## config.mk

```make
export PLATFORM = sky130hd
export DESIGN_NAME = tsc_frame_sender
export DESIGN_NICKNAME = d
export VERILOG_FILES = /design/src/rtl/tsc_frame_sender.sv
export SDC_FILE = /design/constraint.sdc
export NUM_CORES = 1
export LEC_CHECK = 0
export ABC_AREA = 0
export BUFFER_PORTS_ARGS = -buffer_cell sky130_fd_sc_hd__buf_2
export CAP_MARGIN = 20
export CORE_ASPECT_RATIO = 1.25
export CORE_UTILIZATION = 45
export CTS_BUF_LIST = sky130_fd_sc_hd__clkbuf_4 sky130_fd_sc_hd__clkbuf_8
export DETAILED_ROUTE_END_ITERATION = 10
export SLEW_MARGIN = 25
export SYNTH_ARGS = -nofsm -noshare
export SYNTH_HDL_FRONTEND = slang
export SYNTH_SLANG_ARGS = --single-unit
```

## constraint.sdc

```tcl
create_clock -name clk -period 2.7 [get_ports clk]
set_input_delay 0.405 -clock clk [delete_from_list [all_inputs] [get_ports clk]]
set_output_delay 0.405 -clock clk [all_outputs]
set_load 0.05 [all_outputs]
```

## src/rtl/tsc_frame_sender.sv

```systemverilog
// ----------------------------------------------------------------------------
// tsc_frame_sender
//
// Purpose:
//    Downstream stage of the trigger-surround cache. When the cache reports
//    done (cd) the block latches the 32-bit trigger time and pulses sbf so the
//    cache dumps its buffer. Incoming sample bytes are buffered in a small
//    FIFO and one fixed-length frame is emitted to the serial transmitter:
//       HDR, trigtm[31:24], [23:16], [15:8], [7:0], NSAMP samples [, checksum]
//    Short dumps (early sd or an idle timeout) are padded with 8'h00 so the
//    frame length never changes.
//
// Ports:
//    clk       in   1   system clock, rising edge
//    reset     in   1   synchronous, active-low reset
//    cd        in   1   cache-done level from the TSC
//    trigtm    in   32  trigger timestamp, valid while cd=1
//    sbf       out  1   send-buffer request, 1-cycle pulse
//    dat       in   8   sample byte from the TSC
//    dat_vld   in   1   sample strobe, no backpressure
//    sd        in   1   send-done pulse after the last sample byte
//    tx_data   out  8   frame byte to the transmitter
//    tx_valid  out  1   tx_data valid
//    tx_ready  in   1   transmitter accepts when tx_valid && tx_ready
//    busy      out  1   high from frame start until DONE is left
//    err       out  1   short / long / overflowed dump, cleared on frame start
//
// Configuration macro:
//    TSC_FRAME_CHKSUM_EN  when defined, a trailing XOR checksum byte (over the
//                         timestamp bytes and all sent samples) is appended.
// ----------------------------------------------------------------------------
module tsc_frame_sender #(
   parameter int         NSAMP      = 32,
   parameter logic [7:0] HDR        = 8'hA5,
   parameter int         FIFO_DEPTH = 16,
   parameter int         TIMEOUT    = 255
) (
   input  logic        clk,
   input  logic        reset,
   input  logic        cd,
   input  logic [31:0] trigtm,
   output logic        sbf,
   input  logic [7:0]  dat,
   input  logic        dat_vld,
   input  logic        sd,
   output logic [7:0]  tx_data,
   output logic        tx_valid,
   input  logic        tx_ready,
   output logic        busy,
   output logic        err
);

   localparam int         AW        = (FIFO_DEPTH > 1) ? $clog2(FIFO_DEPTH) : 1;
   localparam logic [7:0] NSAMP_B   = 8'(NSAMP);
   localparam logic [7:0] LAST_SAMP = 8'(NSAMP - 1);
   localparam logic [AW:0] FULL_CNT = (AW+1)'(FIFO_DEPTH);
   localparam logic [AW:0] CNT_ONE  = (AW+1)'(1);
   localparam logic [AW-1:0] PTR_ONE = AW'(1);
   localparam logic [15:0] TO_LAST  = 16'(TIMEOUT - 1);

   typedef enum logic [2:0] {
      S_IDLE,
      S_HDR,
      S_TS,
      S_DATA,
`ifdef TSC_FRAME_CHKSUM_EN
      S_CHK,
`endif
      S_DONE
   } state_t;

   state_t         state_q, state_d;
   logic [31:0]    ts_sh_q, ts_sh_d;
   logic [1:0]     ts_idx_q, ts_idx_d;
   logic [7:0]     samp_cnt_q, samp_cnt_d;
   logic [7:0]     rx_cnt_q, rx_cnt_d;
   logic           short_q, short_d;
   logic [15:0]    to_cnt_q, to_cnt_d;
   logic           from_fifo_q, from_fifo_d;
   logic [AW-1:0]  rd_ptr_q, rd_ptr_d;
   logic [AW-1:0]  wr_ptr_q, wr_ptr_d;
   logic [AW:0]    cnt_q, cnt_d;
   logic           sbf_q, sbf_d;
   logic [7:0]     tx_data_q, tx_data_d;
   logic           tx_valid_q, tx_valid_d;
   logic           busy_q, busy_d;
   logic           err_q, err_d;
`ifdef TSC_FRAME_CHKSUM_EN
   logic [7:0]     chk_q, chk_d;
`endif

   logic [7:0]     mem [FIFO_DEPTH];
   logic           hs;
   logic           pop;
   logic           wr_en;
   logic           fifo_full;
   logic           fifo_empty;

   // Handshake and FIFO status. A pop only happens when a sample that was
   // taken from the FIFO (not a zero pad) is accepted by the transmitter, so
   // the presented byte stays at the FIFO head until it is consumed.
   always_comb begin
      hs         = tx_valid_q && tx_ready;
      pop        = (state_q == S_DATA) && hs && from_fifo_q;
      fifo_full  = (cnt_q == FULL_CNT);
      fifo_empty = (cnt_q == '0);
      wr_en      = busy_q && dat_vld && (rx_cnt_q < NSAMP_B) && (!fifo_full || pop);
   end

   // Next-state logic for the whole block: capture bookkeeping first, then
   // short-dump detection, then the frame FSM, which may override the earlier
   // assignments (frame start clears everything).
   always_comb begin
      state_d     = state_q;
      ts_sh_d     = ts_sh_q;
      ts_idx_d    = ts_idx_q;
      samp_cnt_d  = samp_cnt_q;
      rx_cnt_d    = rx_cnt_q;
      short_d     = short_q;
      to_cnt_d    = '0;
      from_fifo_d = from_fifo_q;
      rd_ptr_d    = rd_ptr_q;
      wr_ptr_d    = wr_ptr_q;
      cnt_d       = cnt_q;
      sbf_d       = 1'b0;
      tx_data_d   = tx_data_q;
      tx_valid_d  = tx_valid_q;
      busy_d      = busy_q;
      err_d       = err_q;
`ifdef TSC_FRAME_CHKSUM_EN
      chk_d       = chk_q;
`endif

      // Every strobe inside a frame consumes a sample slot, even when the
      // byte is lost to overflow; strobes beyond NSAMP are an overrun.
      if (busy_q && dat_vld) begin
         if (rx_cnt_q < NSAMP_B) begin
            rx_cnt_d = rx_cnt_q + 8'd1;
            if (!wr_en) begin
               err_d = 1'b1;
            end
         end else begin
            err_d = 1'b1;
         end
      end

      if (wr_en) begin
         wr_ptr_d = wr_ptr_q + PTR_ONE;
      end
      if (pop) begin
         rd_ptr_d = rd_ptr_q + PTR_ONE;
      end
      if (wr_en && !pop) begin
         cnt_d = cnt_q + CNT_ONE;
      end else if (!wr_en && pop) begin
         cnt_d = cnt_q - CNT_ONE;
      end

      if (busy_q && sd && (rx_cnt_q < NSAMP_B)) begin
         short_d = 1'b1;
         err_d   = 1'b1;
      end

      // Idle watchdog: only counts while DATA is starved of samples.
      if ((state_q == S_DATA) && fifo_empty && !dat_vld && !short_q) begin
         if (to_cnt_q == TO_LAST) begin
            short_d = 1'b1;
            err_d   = 1'b1;
         end else begin
            to_cnt_d = to_cnt_q + 16'd1;
         end
      end

      case (state_q)
         S_IDLE: begin
            if (cd) begin
               ts_sh_d     = trigtm;
               ts_idx_d    = '0;
               samp_cnt_d  = '0;
               rx_cnt_d    = '0;
               short_d     = 1'b0;
               from_fifo_d = 1'b0;
               rd_ptr_d    = '0;
               wr_ptr_d    = '0;
               cnt_d       = '0;
               sbf_d       = 1'b1;
               busy_d      = 1'b1;
               err_d       = 1'b0;
               tx_data_d   = HDR;
               tx_valid_d  = 1'b1;
`ifdef TSC_FRAME_CHKSUM_EN
               chk_d       = '0;
`endif
               state_d     = S_HDR;
            end
         end

         S_HDR: begin
            if (hs) begin
               tx_data_d = ts_sh_q[31:24];
               state_d   = S_TS;
            end
         end

         // The timestamp is walked out of a shift register, MSB first.
         S_TS: begin
            if (hs) begin
`ifdef TSC_FRAME_CHKSUM_EN
               chk_d = chk_q ^ tx_data_q;
`endif
               if (ts_idx_q == 2'd3) begin
                  tx_valid_d = 1'b0;
                  state_d    = S_DATA;
               end else begin
                  ts_idx_d  = ts_idx_q + 2'd1;
                  ts_sh_d   = {ts_sh_q[23:0], 8'h00};
                  tx_data_d = ts_sh_q[23:16];
               end
            end
         end

         // One sample per handshake; a new one is loaded in the following
         // cycle, from the FIFO head if available or as a zero pad once the
         // dump has been declared short.
         S_DATA: begin
            if (hs) begin
`ifdef TSC_FRAME_CHKSUM_EN
               chk_d = chk_q ^ tx_data_q;
`endif
               samp_cnt_d  = samp_cnt_q + 8'd1;
               tx_valid_d  = 1'b0;
               from_fifo_d = 1'b0;
               if (samp_cnt_q == LAST_SAMP) begin
`ifdef TSC_FRAME_CHKSUM_EN
                  tx_data_d  = chk_q ^ tx_data_q;
                  tx_valid_d = 1'b1;
                  state_d    = S_CHK;
`else
                  state_d    = S_DONE;
`endif
               end
            end else if (!tx_valid_q) begin
               if (!fifo_empty) begin
                  tx_data_d   = mem[rd_ptr_q];
                  tx_valid_d  = 1'b1;
                  from_fifo_d = 1'b1;
               end else if (short_q) begin
                  tx_data_d   = 8'h00;
                  tx_valid_d  = 1'b1;
                  from_fifo_d = 1'b0;
               end
            end
         end

`ifdef TSC_FRAME_CHKSUM_EN
         S_CHK: begin
            if (hs) begin
               tx_valid_d = 1'b0;
               state_d    = S_DONE;
            end
         end
`endif

         // Wait for cd to drop so a held cd cannot start a second frame.
         S_DONE: begin
            tx_valid_d = 1'b0;
            if (!cd) begin
               busy_d  = 1'b0;
               state_d = S_IDLE;
            end
         end

         default: begin
            state_d = S_IDLE;
         end
      endcase
   end

   // State register; a synchronous reset drops any frame in progress.
   always_ff @(posedge clk) begin
      if (!reset) begin
         state_q     <= S_IDLE;
         ts_sh_q     <= '0;
         ts_idx_q    <= '0;
         samp_cnt_q  <= '0;
         rx_cnt_q    <= '0;
         short_q     <= 1'b0;
         to_cnt_q    <= '0;
         from_fifo_q <= 1'b0;
         rd_ptr_q    <= '0;
         wr_ptr_q    <= '0;
         cnt_q       <= '0;
         sbf_q       <= 1'b0;
         tx_data_q   <= 8'h00;
         tx_valid_q  <= 1'b0;
         busy_q      <= 1'b0;
         err_q       <= 1'b0;
`ifdef TSC_FRAME_CHKSUM_EN
         chk_q       <= '0;
`endif
      end else begin
         state_q     <= state_d;
         ts_sh_q     <= ts_sh_d;
         ts_idx_q    <= ts_idx_d;
         samp_cnt_q  <= samp_cnt_d;
         rx_cnt_q    <= rx_cnt_d;
         short_q     <= short_d;
         to_cnt_q    <= to_cnt_d;
         from_fifo_q <= from_fifo_d;
         rd_ptr_q    <= rd_ptr_d;
         wr_ptr_q    <= wr_ptr_d;
         cnt_q       <= cnt_d;
         sbf_q       <= sbf_d;
         tx_data_q   <= tx_data_d;
         tx_valid_q  <= tx_valid_d;
         busy_q      <= busy_d;
         err_q       <= err_d;
`ifdef TSC_FRAME_CHKSUM_EN
         chk_q       <= chk_d;
`endif
      end
   end

   // Sample storage; contents need no reset because the pointers are flushed.
   always_ff @(posedge clk) begin
      if (reset && wr_en) begin
         mem[wr_ptr_q] <= dat;
      end
   end

   assign sbf      = sbf_q;
   assign tx_data  = tx_data_q;
   assign tx_valid = tx_valid_q;
   assign busy     = busy_q;
   assign err      = err_q;

endmodule

```

==> metrics.txt <==
# TYPE chip_impl_metric gauge
chip_impl_metric{name="cell_rows",unit=""} 58
chip_impl_metric{name="antenna_violations_before_repair",unit=""} 0
chip_impl_metric{name="clock_latency",unit="ps"} 510
chip_impl_metric{name="synthesis.instances",unit=""} 721
chip_impl_info{name="cp_top_family",value="simple AND/OR/NAND/NOR gates"} 1
chip_impl_metric{name="final.setup.tns",unit="ps"} 0
chip_impl_info{name="critical-path-slowest-cell",value="dfxtp_1"} 1
chip_impl_metric{name="dp_cells",unit=""} 1035
chip_impl_metric{name="wire_length_of_the_first_global_routing_pass",unit="mm"} 32.4
chip_impl_metric{name="power.total",unit="W"} 0.00756
chip_impl_metric{name="mappedNetlistNets",unit=""} 780
chip_impl_metric{name="postPlaceCellArea",unit="sq mm"} 0.0101
chip_impl_metric{name="netlist-cell-type-count",unit=""} 66
chip_impl_metric{name="share_of_flip_flops_with_an_asynchronous_set_or_reset_after_synthesis",unit=""} 0
chip_impl_metric{name="vias",unit=""} 6053
chip_impl_metric{name="synth_area",unit="sq mm"} 0.00947
chip_impl_metric{name="dp_hpwl",unit="mm"} 13.9
chip_impl_metric{name="pwr_cell_area",unit="mW/mm^2"} 693
chip_impl_info{name="clock_tree.root_cell",value="clkbuf_8"} 1
chip_impl_metric{name="worstPathBufferInverterCount",unit=""} 2
chip_impl_metric{name="number_of_failing_setup_endpoints_in_the_final_timing_report",unit=""} 0
chip_impl_info{name="synth_flop_cell",value="edfxtp_1"} 1
chip_impl_info{name="critical_path_class",value="flop to flop"} 1
chip_impl_metric{name="grt_max_degree",unit=""} 51
chip_impl_metric{name="min_period_over_period",unit=""} 0.879
chip_impl_info{name="netlist_top_cells_area",value="edfxtp_1 (41%), dfxtp_1 (20%), mux4_2 (7.6%)"} 1
chip_impl_metric{name="data_required_time_at_the_worst_endpoint",unit="ps"} 2910
chip_impl_metric{name="synth-edff-count",unit=""} 128
chip_impl_info{name="tritoncts_clock_tree",value="done"} 1
chip_impl_metric{name="max_freq",unit="MHz"} 421
chip_impl_metric{name="die_h",unit="um"} 164
chip_impl_info{name="critical_path.startpoint_type",value="flop"} 1
chip_impl_metric{name="final_cell_count_no_fill",unit=""} 1098
chip_impl_metric{name="design.die.area",unit="sq mm"} 0.0216
chip_impl_metric{name="layout-drive-gt1-share",unit=""} 0.238
chip_impl_metric{name="timing.max_cap.violations",unit=""} 0
chip_impl_metric{name="port_buffers",unit=""} 57
chip_impl_metric{name="post_route_skew",unit="ps"} 18.6
chip_impl_metric{name="cts_repair_resize_count",unit=""} 0
chip_impl_metric{name="cts_made_buffers",unit=""} 37
chip_impl_metric{name="drc",unit=""} 0
chip_impl_metric{name="synth_warnings",unit=""} 0
chip_impl_metric{name="gr-total-overflow",unit=""} 0
chip_impl_metric{name="slew-limit-headroom",unit=""} 0.514
chip_impl_metric{name="wl",unit="mm"} 20.3
chip_impl_metric{name="synth.ff_latch_count",unit=""} 224
chip_impl_info{name="outcome",value="completed"} 1
chip_impl_metric{name="finalNetCount",unit=""} 863
chip_impl_metric{name="boundaryPins",unit=""} 58
chip_impl_metric{name="synth.yosys.seq_area_share",unit=""} 0.609
chip_impl_metric{name="peakVddDrop",unit="uV"} 611
chip_impl_metric{name="worst_pin_slew",unit="ps"} 726
chip_impl_metric{name="grt_overall_usage",unit=""} 0.193
chip_impl_metric{name="die_w",unit="um"} 132
chip_impl_info{name="rsz0062_at_grt",value="false"} 1
chip_impl_metric{name="clk_pin_slew",unit="ps"} 60
chip_impl_metric{name="first_global_vias",unit=""} 6092
chip_impl_info{name="hold_path_class",value="input pin to flop"} 1
chip_impl_metric{name="drtAntennaViolNets",unit=""} 0
chip_impl_metric{name="postSynthAreaPerCell",unit="sq um"} 13.1
chip_impl_metric{name="antenna_cells",unit=""} 0
chip_impl_metric{name="leakagePower",unit="nW"} 3.73
chip_impl_metric{name="critical_path.max_fanout",unit=""} 8
chip_impl_metric{name="holdBufCountCts",unit=""} 0
chip_impl_metric{name="routed_wire_length_per_instance",unit="um"} 18.5
chip_impl_metric{name="cts-root-to-sink-buffers",unit=""} 3
chip_impl_metric{name="finalInstanceArea",unit="sq mm"} 0.0109
chip_impl_info{name="cp_cell_sequence",value="inv_1 -> ha_1 -> and4bb_2 -> o21ai_2 -> and2_1 -> nand3_1 -> nor3_1 -> buf_4"} 1
chip_impl_metric{name="finalHoldViolCount",unit=""} 0
chip_impl_metric{name="finalMaxSlewViolations",unit=""} 0
chip_impl_metric{name="core_area",unit="sq mm"} 0.0204
chip_impl_metric{name="critPathArrivalTime",unit="ps"} 2590
chip_impl_info{name="synth_area_leader_cell",value="edfxtp_1"} 1
chip_impl_metric{name="final.min_clock_period",unit="ps"} 2370
chip_impl_metric{name="globalplace.congestion",unit=""} 0.843
chip_impl_metric{name="cts_htree_levels",unit=""} 2
chip_impl_metric{name="effective_utilization_at_floorplan",unit=""} 0.464
chip_impl_metric{name="area_growth",unit="%"} 15.1
chip_impl_metric{name="first_pass_iters",unit=""} 5
chip_impl_metric{name="cp_slowest_stage_delay",unit="ps"} 410
chip_impl_metric{name="postCtsSetupRepairBufs",unit=""} 0
chip_impl_metric{name="drt_iter0_markers",unit=""} 552
chip_impl_metric{name="synth_top_area_frac",unit=""} 0.406
chip_impl_info{name="end_kind",value="flop"} 1
chip_impl_metric{name="viasPerCell",unit=""} 5.51
chip_impl_metric{name="cts_num_sinks",unit=""} 224
cells in the mapped netlist, types with 10 or more instances:
cell type / count
edfxtp_1: 128
dfxtp_1: 96
nor2_1: 93
mux2i_1: 34
mux4_2: 32
a211oi_1: 25
nand2_1: 25
xor2_1: 23
nand3_1: 22
clkbuf_1: 19
buf_2: 15
inv_1: 15
o21ai_0: 15
a21oi_1: 13
a22o_1: 13
ha_1: 13
nor3_1: 13
xnor2_1: 10
per-layer routing:
layer / up-vias / routed length, um / share of wire / GRT usage
li1: 2896 / - / - / -
met1: 2989 / 8690 / 0.43 / 0.240
met2: 143 / 10500 / 0.52 / 0.340
met3: 25 / 816 / 0.040 / 0.0330
met4: 0 / 348 / 0.017 / 0.0655
met5: - / 0 / 0 / 0
final timing paths:
check,startpoint,end,slack (ps),depth (start not counted)
min,trigtm[0],ts_sh_q[0],100,2
max reg2reg,cnt_q[0],mem[3][1],330,8
max,cnt_q[0],mem[3][1],330,8
min reg2reg,rx_cnt_q[7],rx_cnt_q[7],450,2
stage by stage:
step                setup slack [ps]   util  hold WS, ps
global placement                 463  0.497          433
floorplan                       -105      -          417
finish                           327  0.535          100
detailed placement               388  0.497          439
global route                     125  0.535         87.7
CTS                              360  0.535         76.8
flip-flops by register name, indices dropped and copies added, names as in the netlist, 2 cells and up:
register / flops
mem: 128
ts_sh_q: 32
to_cnt_q: 16
rx_cnt_q: 8
samp_cnt_q: 8
tx_data: 8
cnt_q: 5
rd_ptr_q: 4
wr_ptr_q: 4
state_q: 3
ts_idx_q: 2
cell families after synthesis:
| group | synth area share |
|---|---|
| AO/OA/AOI/OAI | 0.0910 |
| XOR/XNOR | 0.0305 |
| adder cells (fa/ha/maj) | 0.0172 |
| buffers and inverters | 0.0273 |
| flip-flops | 0.609 |
| multiplexers | 0.113 |
| AND/OR/NAND/NOR | 0.112 |
where the power goes:
group / switching [W] / internal, W / leakage (nW) / total (W)
Combinational: 0.000454 / 0.000253 / 1.39 / 0.000707
Clock: 0.00127 / 0.00179 / 0.405 / 0.00306
Sequential: 0.0000814 / 0.00371 / 1.93 / 0.00379
placed cells by master (no fill, tap or decap), types with 22 or more instances in the layout:
cell / n
nand2_1: 25
clkbuf_8: 43
xor2_1: 23
mux4_2: 32
mux2i_1: 34
buf_4: 27
a211oi_1: 25
nand3_1: 22
dfxtp_1: 95
edfxtp_1: 128
buf_2: 57
nor2_1: 93
layout make-up:
type	instances	area (sq um)
fillers	1717	9490
flip-flops and latches	224	5770
multi-input cells	440	3460
clock buffers	54	674
repair buffers	85	508
well taps	270	338
clock inverters	9	93.8
inverters	16	60.1
No activity file was read; power rests on OpenSTA's default activity.
